--- src/rtl/odo_sbox6_seq.sv ---
// rtl/odo_sbox6_seq.sv - time-multiplexed 6-bit S-box layer sequencer
// Streams LANES packed lanes one per cycle through a shared registered-read ROM.
module odo_sbox6_seq #(
  parameter int LANES = 10
) (
  input  logic               clk,
  input  logic               rst_n,
  input  logic               in_valid,
  output logic               in_ready,
  input  logic [6*LANES-1:0] in_data,
  output logic               out_valid,
  input  logic               out_ready,
  output logic [6*LANES-1:0] out_data,
  output logic [5:0]         sbox_addr,
  input  logic [5:0]         sbox_data,
  output logic               busy
);

  localparam int CW = $clog2(LANES + 1);
  localparam logic [CW-1:0] LAST_CNT = CW'(LANES);
  localparam logic [CW-1:0] LAST_IDX = CW'(LANES - 1);

  typedef enum logic [1:0] {
    S_IDLE,
    S_RUN,
    S_DONE
  } state_t;

  state_t             state_q, state_d;
  logic [CW-1:0]      cnt_q, cnt_d;
  logic [CW-1:0]      idx_q, idx_d;
  logic               pend_q, pend_d;
  logic [6*LANES-1:0] cap_q, cap_d;
  logic [6*LANES-1:0] out_data_q, out_data_d;
  logic               in_ready_q, in_ready_d;
  logic               out_valid_q, out_valid_d;
  logic               busy_q, busy_d;
  logic [5:0]         sbox_addr_c;

  // Address is combinational so the ROM registers lane cnt on the coming edge.
  always_comb begin
    sbox_addr_c = '0;
    if (state_q == S_RUN) begin
      for (int i = 0; i < LANES; i++) begin
        if (cnt_q == CW'(i)) sbox_addr_c = cap_q[6*i +: 6];
      end
    end
  end

  always_comb begin
    state_d    = state_q;
    cnt_d      = cnt_q;
    idx_d      = idx_q;
    pend_d     = pend_q;
    cap_d      = cap_q;
    out_data_d = out_data_q;
    case (state_q)
      S_IDLE: begin
        if (in_valid && in_ready_q) begin
          cap_d   = in_data;
          cnt_d   = '0;
          pend_d  = 1'b0;
          state_d = S_RUN;
        end
      end
      S_RUN: begin
        if (cnt_q != LAST_CNT) begin
          cnt_d  = cnt_q + 1'b1;
          idx_d  = cnt_q;
          pend_d = 1'b1;
        end else begin
          pend_d = 1'b0;
        end
        // ROM data in this cycle belongs to the lane issued one cycle earlier.
        if (pend_q) begin
          for (int i = 0; i < LANES; i++) begin
            if (idx_q == CW'(i)) out_data_d[6*i +: 6] = sbox_data;
          end
          if (idx_q == LAST_IDX) state_d = S_DONE;
        end
      end
      S_DONE: begin
        if (out_ready) state_d = S_IDLE;
      end
      default: state_d = S_IDLE;
    endcase
    in_ready_d  = (state_d == S_IDLE);
    out_valid_d = (state_d == S_DONE);
    busy_d      = (state_d != S_IDLE);
  end

  always_ff @(posedge clk or negedge rst_n) begin
    if (!rst_n) begin
      state_q     <= S_IDLE;
      cnt_q       <= '0;
      idx_q       <= '0;
      pend_q      <= 1'b0;
      cap_q       <= '0;
      out_data_q  <= '0;
      in_ready_q  <= 1'b1;
      out_valid_q <= 1'b0;
      busy_q      <= 1'b0;
    end else begin
      state_q     <= state_d;
      cnt_q       <= cnt_d;
      idx_q       <= idx_d;
      pend_q      <= pend_d;
      cap_q       <= cap_d;
      out_data_q  <= out_data_d;
      in_ready_q  <= in_ready_d;
      out_valid_q <= out_valid_d;
      busy_q      <= busy_d;
    end
  end

  assign in_ready  = in_ready_q;
  assign out_valid = out_valid_q;
  assign out_data  = out_data_q;
  assign busy      = busy_q;
  assign sbox_addr = sbox_addr_c;

endmodule

--- config.mk ---
export PLATFORM = sky130hd
export DESIGN_NAME = odo_sbox6_seq
export DESIGN_NICKNAME = d
export VERILOG_FILES = /design/src/rtl/odo_sbox6_seq.sv
export SDC_FILE = /design/constraint.sdc
export NUM_CORES = 1
export LEC_CHECK = 0
export CORE_MARGIN = 4
export CORE_UTILIZATION = 54
export CTS_CLUSTER_DIAMETER = 80
export DETAILED_ROUTE_END_ITERATION = 8
export PLACE_DENSITY = 0.86
export SLEW_MARGIN = 10
export SYNTH_ARGS = -nofsm -noshare
export SYNTH_HDL_FRONTEND = slang
export SYNTH_SLANG_ARGS = --single-unit
--- constraint.sdc ---
create_clock -name clk -period 4.3 [get_ports clk]
set_input_delay 0.43 -clock clk [delete_from_list [all_inputs] [get_ports clk]]
set_output_delay 0.43 -clock clk [all_outputs]
set_load 0.01 [all_outputs]
* Word-level counts from Yosys, hierarchy flattened *
Index checks and enable logic that the tools add are counted.

storage, ports and cells
  register bits = 134
  input port bits = 70
  output and inout bits = 69
  logic and storage cells = 86

operators by class
  add/sub/neg operators = 1
  eq/ne operators = 24
  muxes and demuxes = 22
  reduce and logical (&&, ||, !) cells = 21

operators with widths
  cell                 number
  $mux 6               11
  $reduce_and 3->1     11
  $eq 4x3->1 const B   8
  $eq 4x2->1 const B   4
  $eq 4x4->1 const B   4
  $eq 4x1->1 const B   2
  $logic_not 4->1      2
  $mux 2               4
  $mux 4               2
  $pmux 4 s2           1
  $pmux 2 s3           1
  $reduce_and 2->1     3
  $add 4x1->4 const B  1
  $eq 2x2->1 const B   2
  $logic_not 2->1      2
  $ne 4x4->1 const B   1
  $reduce_bool 2->1    2
  $eq 2x1->1 const B   1
  $mux 1               2
  $ne 2x1->1 const B   1
  $ne 2x2->1 const B   1
  $pmux 1 s2           1
  $logic_and 1x1->1    1

* Logic depth before layout (Yosys ltp) *
Gate-level depths: netlist (run 1).

  depth in word-level cells = 12
  mapped depth = 8
  depth with buffers taken out = 7

* Least setup slack after synthesis (run 1) *
Ideal clock, no wire load.

  path kind = register to output
  from = register cnt_q[0]
  to = output sbox_addr[5]
  arrival = 1.739 ns
  data required time = 3.870 ns
  slack = 2.131 ns
  cell stages (with the launch flop) = 9
  buffers on the path = 1
  path through = dfrtp_1 inv_1 ha_1 nor2b_1 buf_4 a22oi_1 o21ai_0 a221oi_1 a2111oi_2

on the way
  word-level cells in the longest chain between the ends = 12
  elaborated cells on any way between the ends = 21
  those cells by class = eq/ne (9); mux (11); reduce/logical (1)

RTL lines
  item                    line  text
  from (decl)             30    logic [CW-1:0] cnt_q, cnt_d;
  from (signal assigned)  105   cnt_q <= cnt_d;
  $logic_not 4->1         45    if (cnt_q == CW'(i)) sbox_addr_c = cap_q[6*i +: 6];
  $mux 6 (9 in a row)     45
  $mux 6 (*)              45
  $mux 6 (*)              43    if (state_q == S_RUN) begin
  to (decl)               14    output logic [5:0] sbox_addr,

Every way passes the cells marked *; elsewhere a longest branch is shown, timed or not.

* Worst setup path after layout (run 1) *
  from = register cnt_q[1]
  to = output sbox_addr[0]

The elaborated chain is that of the path after synthesis.

==> results of run 1 <==
-- power breakdown --
group	leakage, nW	internal (mW)	switching [mW]
clock network	0.303	0.986	0.544
registers	1.63	1.86	0.452
logic	1.61	1.26	1.19
-- metal layers --
layer,GRT usage,up-vias
met1,0.334,2337
met4,0.106,0
met3,0.0524,36
met5,0,-
met2,0.413,206
li1,-,2157
-- layout by cell type, fill, tap and decap left out, drive strengths merged, types with 3 or more instances in the layout --
cell | netlist | final
nand2 | 188 | 188
clkdlybuf4s50 | 0 | 137
dfrtp | 133 | 133
mux2 | 60 | 60
o21ai | 26 | 26
a21oi | 21 | 21
clkbuf | 17 | 20
nor2b | 13 | 13
nor2 | 10 | 10
inv | 9 | 9
nand2b | 8 | 8
a221oi | 6 | 6
nand3 | 6 | 6
nor3b | 5 | 5
o22a | 5 | 5
clkinv | 0 | 5
a32oi | 4 | 4
o32a | 4 | 4
ha | 4 | 4
bufinv | 0 | 4
buf | 20 | 4
nor3 | 4 | 4
o211ai | 3 | 3
a22oi | 3 | 3
o22ai | 3 | 3
clkinvlp | 0 | 3
-- through the flow --
stage / total power [mW] / utilization / cells / hold WS, ns
6_report: 6.29 / 0.759 / 840 / -0.0352
2_1_floorplan: 3.59 / - / 568 / 0.134
3_3_place_gp: 4.61 / 0.699 / 808 / 0.461
5_1_grt: 6.65 / 0.759 / 840 / 0.0360
3_5_place_dp: 4.73 / 0.699 / 808 / 0.467
4_1_cts: 6.31 / 0.759 / 840 / 0.00154
-- state kept, by name (all words and copies together) (netlist names) --
| signal | flops |
|---|---|
| cap_q | 60 |
| idx_q | 4 |
| cnt_q | 4 |
| pend_q | 1 |
| busy | 1 |
| in_ready | 1 |
| out_data | 60 |
| out_valid | 1 |
| state_q | 2 |
-- worst paths after layout --
path | cells past startpoint | slack [ns] | from | to
worst max-delay path | 8 | 0.20 | cnt_q[1]$_DFFE_PN0P_ | sbox_addr[0]
worst min-delay path | 1 | -0.04 | rst_n | cap_q[49]$_DFFE_PN0P_
worst max register to register | 6 | 2.13 | cnt_q[0]$_DFFE_PN0P_ | cnt_q[2]$_DFFE_PN0P_
worst min register to register | 2 | 0.48 | cap_q[54]$_DFFE_PN0P_ | cap_q[54]$_DFFE_PN0P_
max in group asynchronous | 2 | 3.18 | rst_n | cap_q[0]$_DFFE_PN0P_
min in group clk | 3 | 0.43 | in_data[16] | cap_q[16]$_DFFE_PN0P_
-- final cells by class --
type,count,area (um^2)
clock inverter,12,175
inverter,9,33.8
fill,697,2540
multi-input combinational,388,2380
tap,136,170
clock buffer,20,455
timing repair buffer,141,1400
sequential,134,3350
-- logic make-up after synthesis --
group	after synthesis
xor+xnor	2
mux	60
fa+ha+maj	4
compound gates	79
buf+inv	46
flops	134
simple gates	243
-- critical path: stages, from the launching register on --
cell,delay [ns]
dfrtp_1,0.41
inv_1,0.13
ha_1,0.45
nor2b_1,0.61
a221oi_1,0.17
o32a_1,0.37
a21oi_1,0.29
o22a_2,0.19
clkdlybuf4s50_1,0.52
==> parameters.txt, run 1 <==
Parameter                              Value

Logic synthesis
  Synth top cells by count ... nand2_1, dfrtp_1, mux2_2
  Most common flop cell mapped by yosys ... dfrtp_1
  Proportion of synthesized flip-flops having asynchronous set or reset ... 1.00
  Share of Yosys cell area claimed by the top area cell type ... 0.561
  Largest area contributor in the netlist ... dfrtp_1
  Post-synth EDFFs ... 0
  Top cells by area in the synthesized netlist ... dfrtp_1, nand2_1, mux2_2
  Post-synth design cell area ... 5930 um^2
  Post-synthesis register bit count ... approximately 130
  Multiplexer share of the synthesized area ... 0.114
  Number of instances in the synthesized netlist ... 568
  Post-Synth Adder-Cell Area ... 0.00844
  Compound-gate portion of the synthesized area ... 0.0867
  Largest family of logic cells by synthesized area ... simple AND/OR/NAND/NOR gates
  Area share of and/or/nand/nor cells after synthesis ... 0.189
  Share of the synthesized netlist area taken by xor and xnor gates ... 0.00295
  Number of different library cells in the post-synthesis netlist ... between 40 and 50
  Part of the Yosys area used for sequential elements ... 0.566
  Dominant cell by count in the synthesized netlist ... nand2_1
  Count of yosys warnings during synthesis ... 0
  Post-Syn Nets ... 642
  Per-instance average area after synthesis ... 10.4 um^2

Worst setup path
  Startpoint Class ... flip-flop
  Type of element capturing the critical path ... output port
  Data required time of the critical path ... 3.87 ns
  Worst Setup Path Type ... reg2out
  Crit path max fanout ... 21
  Data arrival time at the worst-slack endpoint ... about 3.7 ns

Clock tree
  Sinks on Clock Net ... between 100 and 150
  CTS root buf ... clkbuf_8
  Count of cells resized by post-cts repair ... 0
  Bufs on Longest Clock Path ... 2
  Hold buffer count at cts ... 0
  Number of buffers added by the clock tree synthesis step ... 17
  Max H-tree Level ... 4
  Clock-pin transition on the worst setup and hold timing paths ... 0.06 ns
  Clock tree from TritonCTS ... built
  Post-CTS Repair Setup Buffers ... 0
  Clock Latency Late Sink ... 0.53 ns

Detailed routing
  Metal-1 WL ... 6600 um
  Post-Route WL ... 15600 um
  Metal2 WL ... 7760 um
  Highest signal layer in the routed design ... met4
  Average vias per placed instance ... 5.64
  DR WL/cell ... 18.6 um
  Drt first pass iters ... 5
  Number of DRC violations after detailed-routing iteration 0 ... 385
  Drt drc ... 0
  Met3 WL post-DR ... 901 um
  Antenna viol nets, final ... 0
  DR vias ... 4736

Floorplanning
  # rows ... 37
  Die area ... 12700 um^2
  Top Ports ... 139
  Die Span Y ... 113 um
  Area of the placeable core ... 10500 um^2
  Die width ... approximately 110 um
  Initial standard-cell utilization of the core ... 0.564

Power and ir drop
  Total leakage power ... 3.54 nW
  PD cells ... 789 nW/um^2
  IR Drop Worst-Case VDD ... 0.000638 V

STA
  Final sum of negative setup slack ... 0 ns
  Final hold violation count ... 16
  Actual transition at the worst max-transition pin ... roughly 1.1 ns
  Tcrit/Tclk final ... 0.953
  Smallest hold slack ... -0.0352 ns
  Setup repair after global routing missed its margin ... no
  Number of failing setup endpoints in the final timing report ... 0
  Maximum clock skew at final layout ... 0.00511 ns
  Maximum operating frequency ... about 0.24 GHz
  Pins Over Slew Limit ... 0
  Min Clock Period, post-route ... just over 4 ns
  Worst Slack Setup Final ... 0.201 ns
  Worst relative slew slack ... 0.263

Global route
  Grt ovf ... 0
  Pin count of the biggest net entering global routing ... 69
  Total routing resource utilization after global routing ... 0.254
  Initial antenna violation count ... 0
  Wire length of the first global-routing pass ... 25500 um
  Vias in the first global route ... 4955

Placement
  Number of port buffers ... about 140
  Last weighted congestion value of the routability-driven placer ... 0.913
  Worst Setup Slack post-DPL ... about 0.84 ns
  Detailed-placement wirelength estimate ... about 11000 um
  Area after detailed placement ... 7340 um^2

Layout
  Final net count ... 765
  Fraction of layout cells with a size suffix above 1 ... 0.163
  Number of diodes added for antenna fixing ... 0
  Final design area excluding fillers ... roughly 8000 um^2
  Area grow syn2layout ... 34.5%

Outcome
  Violated checks ... hold timing
  Run status ... finished with violations

Min path
  Worst hold-check path type ... in2async

Flow run
  Total of max-cap violations ... 0
(Power assumes the default switching activity.)
==> run 2: changes to the inputs <==
--- a/config.mk
+++ b/config.mk
@@ -7,8 +7,8 @@
 export LEC_CHECK = 0
 export CORE_MARGIN = 4
-export CORE_UTILIZATION = 54
+export CORE_UTILIZATION = 50
 export CTS_CLUSTER_DIAMETER = 80
 export DETAILED_ROUTE_END_ITERATION = 8
-export PLACE_DENSITY = 0.86
+export PLACE_DENSITY_LB_ADDON = 0.1
 export SLEW_MARGIN = 10
 export SYNTH_ARGS = -nofsm -noshare
==> constraint.sdc (replaced) <==
create_clock -name clk -period 4.1 [get_ports clk]
set_input_delay 0.41 -clock clk [delete_from_list [all_inputs] [get_ports clk]]
set_output_delay 0.41 -clock clk [all_outputs]
set_load 0.05 [all_outputs]
==> parameters.txt, run 2 (synthesis results as in run 1) <==
Parameter                              Value

Worst setup path
  Startpoint Class ... flip-flop
  Data required time of the critical path ... 3.69 ns (-0.18 ns)
  Master of the slowest instance on the critical path ... clkdlybuf4s50_1
  Data arrival time at the worst-slack endpoint ... 3.47 ns (-0.20 ns)
  CP cell instances ... inv_1 -> ha_1 -> nor2b_2 -> a221oi_1 -> o32a_1 -> a21oi_1 -> o22a_2 -> clkdlybuf4s50_1
  Crit path largest cell delay ... 0.80 ns (+0.19 ns)
  Number of buffers and inverters on the critical path ... 2 (unchanged)
  Worst Setup Path Type ... reg2out
  Crit path max-delay family ... compound AO/OA/AOI/OAI gates
  Type of element capturing the critical path ... output port
  Crit path max fanout ... 9 (-57%)

STA
  Tcrit/Tclk final ... 0.945
  Maximum operating frequency ... around 0.26 GHz
  Maximum clock skew at final layout ... 0.00965 ns (+0.00454 ns)
  Final hold violation count ... 0 (-16)
  Actual transition at the worst max-transition pin ... 1.12 ns (+0.0130 ns)
  Number of failing setup endpoints in the final timing report ... 0 (unchanged)
  Setup repair after global routing missed its margin ... no
  Pins Over Slew Limit ... 0 (unchanged)
  Final sum of negative setup slack ... 0 ns (unchanged)
  Worst relative slew slack ... 0.254 (-0.00868)
  Min Clock Period, post-route ... roughly 3.9 ns

Clock tree
  Clock-pin transition on the worst setup and hold timing paths ... 0.05 ns (about the same)
  Max H-tree Level ... 4 (unchanged)
  Clock Latency Late Sink ... 0.41 ns (-0.12 ns)
  Sinks on Clock Net ... 134 (unchanged)
  Clock tree from TritonCTS ... built
  Post-CTS Repair Setup Buffers ... 0 (unchanged)
  CTS root buf ... clkbuf_16
  Bufs on Longest Clock Path ... 2 (unchanged)
  Number of buffers added by the clock tree synthesis step ... 17 (unchanged)

Detailed routing
  DR WL/cell ... 17.6 um (-5.2%)
  DR vias ... 4590 (-3.1%)
  Number of DRC violations after detailed-routing iteration 0 ... 371 (-3.6%)
  Drt drc ... 0 (unchanged)
  Antenna viol nets, final ... 0 (unchanged)
  Drt first pass iters ... 5 (unchanged)
  Post-Route WL ... 14900 um (-4.6%)
  Average vias per placed instance ... 5.43 (-3.7%)

Placement
  Number of port buffers ... 138 (unchanged)
  Last weighted congestion value of the routability-driven placer ... 0.905 (-0.79%)
  Area after detailed placement ... 7350 um^2 (+0.17%)
  Inst Count DP ... 815 (+0.87%)
  Detailed-placement wirelength estimate ... 10400 um (-4.0%)

Floorplanning
  Die width ... 117 um (+3.6%)
  Initial standard-cell utilization of the core ... 0.515 (-0.0493)
  Area of the placeable core ... 11500 um^2 (+9.6%)
  # rows ... 39 (+5.4%)
  Die area ... 13700 um^2 (+7.4%)
  Top Ports ... 139 (unchanged)
  Die Span Y ... 117 um (+3.6%)

Layout
  Area grow syn2layout ... 32.8%
  Final design area excluding fillers ... 7880 um^2 (-1.2%)
  Final net count ... 765 (unchanged)
  Leading cell type in the layout, fill and taps excluded ... nand2_1
  Fraction of layout cells with a size suffix above 1 ... 0.151 (-0.0124)
  Commonest non-fill, non-tap cells in the layout ... nand2_1, clkdlybuf4s50_1, dfrtp_1, mux2_2, o21ai_0
  Final Non-Filler Cells ... 845 (+0.60%)
  Number of diodes added for antenna fixing ... 0 (unchanged)

Global route
  Total routing resource utilization after global routing ... 0.230 (-0.0236)
  Pin count of the biggest net entering global routing ... 97 (+41%)
  Wire length of the first global-routing pass ... 24200 um (-4.9%)
  Grt ovf ... 0 (unchanged)
  Initial antenna violation count ... 0 (unchanged)
  Vias in the first global route ... 4787 (-3.4%)

Power and ir drop
  Total leakage power ... 3.50 nW (-1.4%)
  Power, Total ... 7.36 mW (+17%)
  PD cells ... 934 nW/um^2 (+18%)
  IR Drop Worst-Case VDD ... 0.000619 V (-3.0%)

Outcome
  Run status ... complete, no violations

Min path
  Worst hold-check path type ... in2async

Flow run
  Total of max-cap violations ... 0 (unchanged)
-- run 2: repair_timing --
item	CTS	global route
resized for setup	0	1
setup endpoints to repair	0	5
hold buffers	0	0
-- run 2: report_power, final --
group	leakage, nW	switching (mW)	total (mW)	internal (mW)
Sequential	1.63	0.457	2.41	1.95
Combinational	1.62	2.27	3.60	1.32
Clock	0.252	0.516	1.36	0.841
-- run 2: through the flow --
stage / hold WS, ns / setup slack (ns) / util
2_1_floorplan: 0.114 / 1.20 / -
3_3_place_gp: 0.464 / 0.656 / 0.639
3_5_place_dp: 0.464 / 0.499 / 0.639
4_1_cts: 0.102 / 0.0492 / 0.684
5_1_grt: 0.138 / 0.0839 / 0.684
6_report: 0.0514 / 0.225 / 0.684
-- run 2: path summary, 6_finish.rpt --
check	from	depth (start not counted)	to	slack, ns
setup / recovery	cnt_q[1]$_DFFE_PN0P_	8	sbox_addr[1]	0.22
hold reg to reg	cap_q[46]$_DFFE_PN0P_	2	cap_q[46]$_DFFE_PN0P_	0.48
min in group clk	cap_q[46]$_DFFE_PN0P_	2	cap_q[46]$_DFFE_PN0P_	0.48
setup reg to reg	cnt_q[0]$_DFFE_PN0P_	6	cnt_q[2]$_DFFE_PN0P_	2.10
hold / removal	rst_n	1	cap_q[31]$_DFFE_PN0P_	0.05
max in group asynchronous	rst_n	2	cap_q[52]$_DFFE_PN0P_	3.05
-- run 2: final cells by class --
| type | instances | area, um^2 |
|---|---|---|
| multi-input cells | 388 | 2380 |
| fillers | 934 | 3640 |
| well taps | 143 | 179 |
| clock inverters | 4 | 48.8 |
| flip-flops and latches | 134 | 3350 |
| inverters | 9 | 33.8 |
| clock buffers | 26 | 469 |
| repair buffers | 141 | 1410 |
-- run 2: metal layers --
metal	global-route usage	up-vias	wire length, um
met5	0	-	0
met4	0.0680	0	165
met3	0.0694	15	966
met2	0.354	153	6980
met1	0.320	2274	6770
li1	-	2148	-
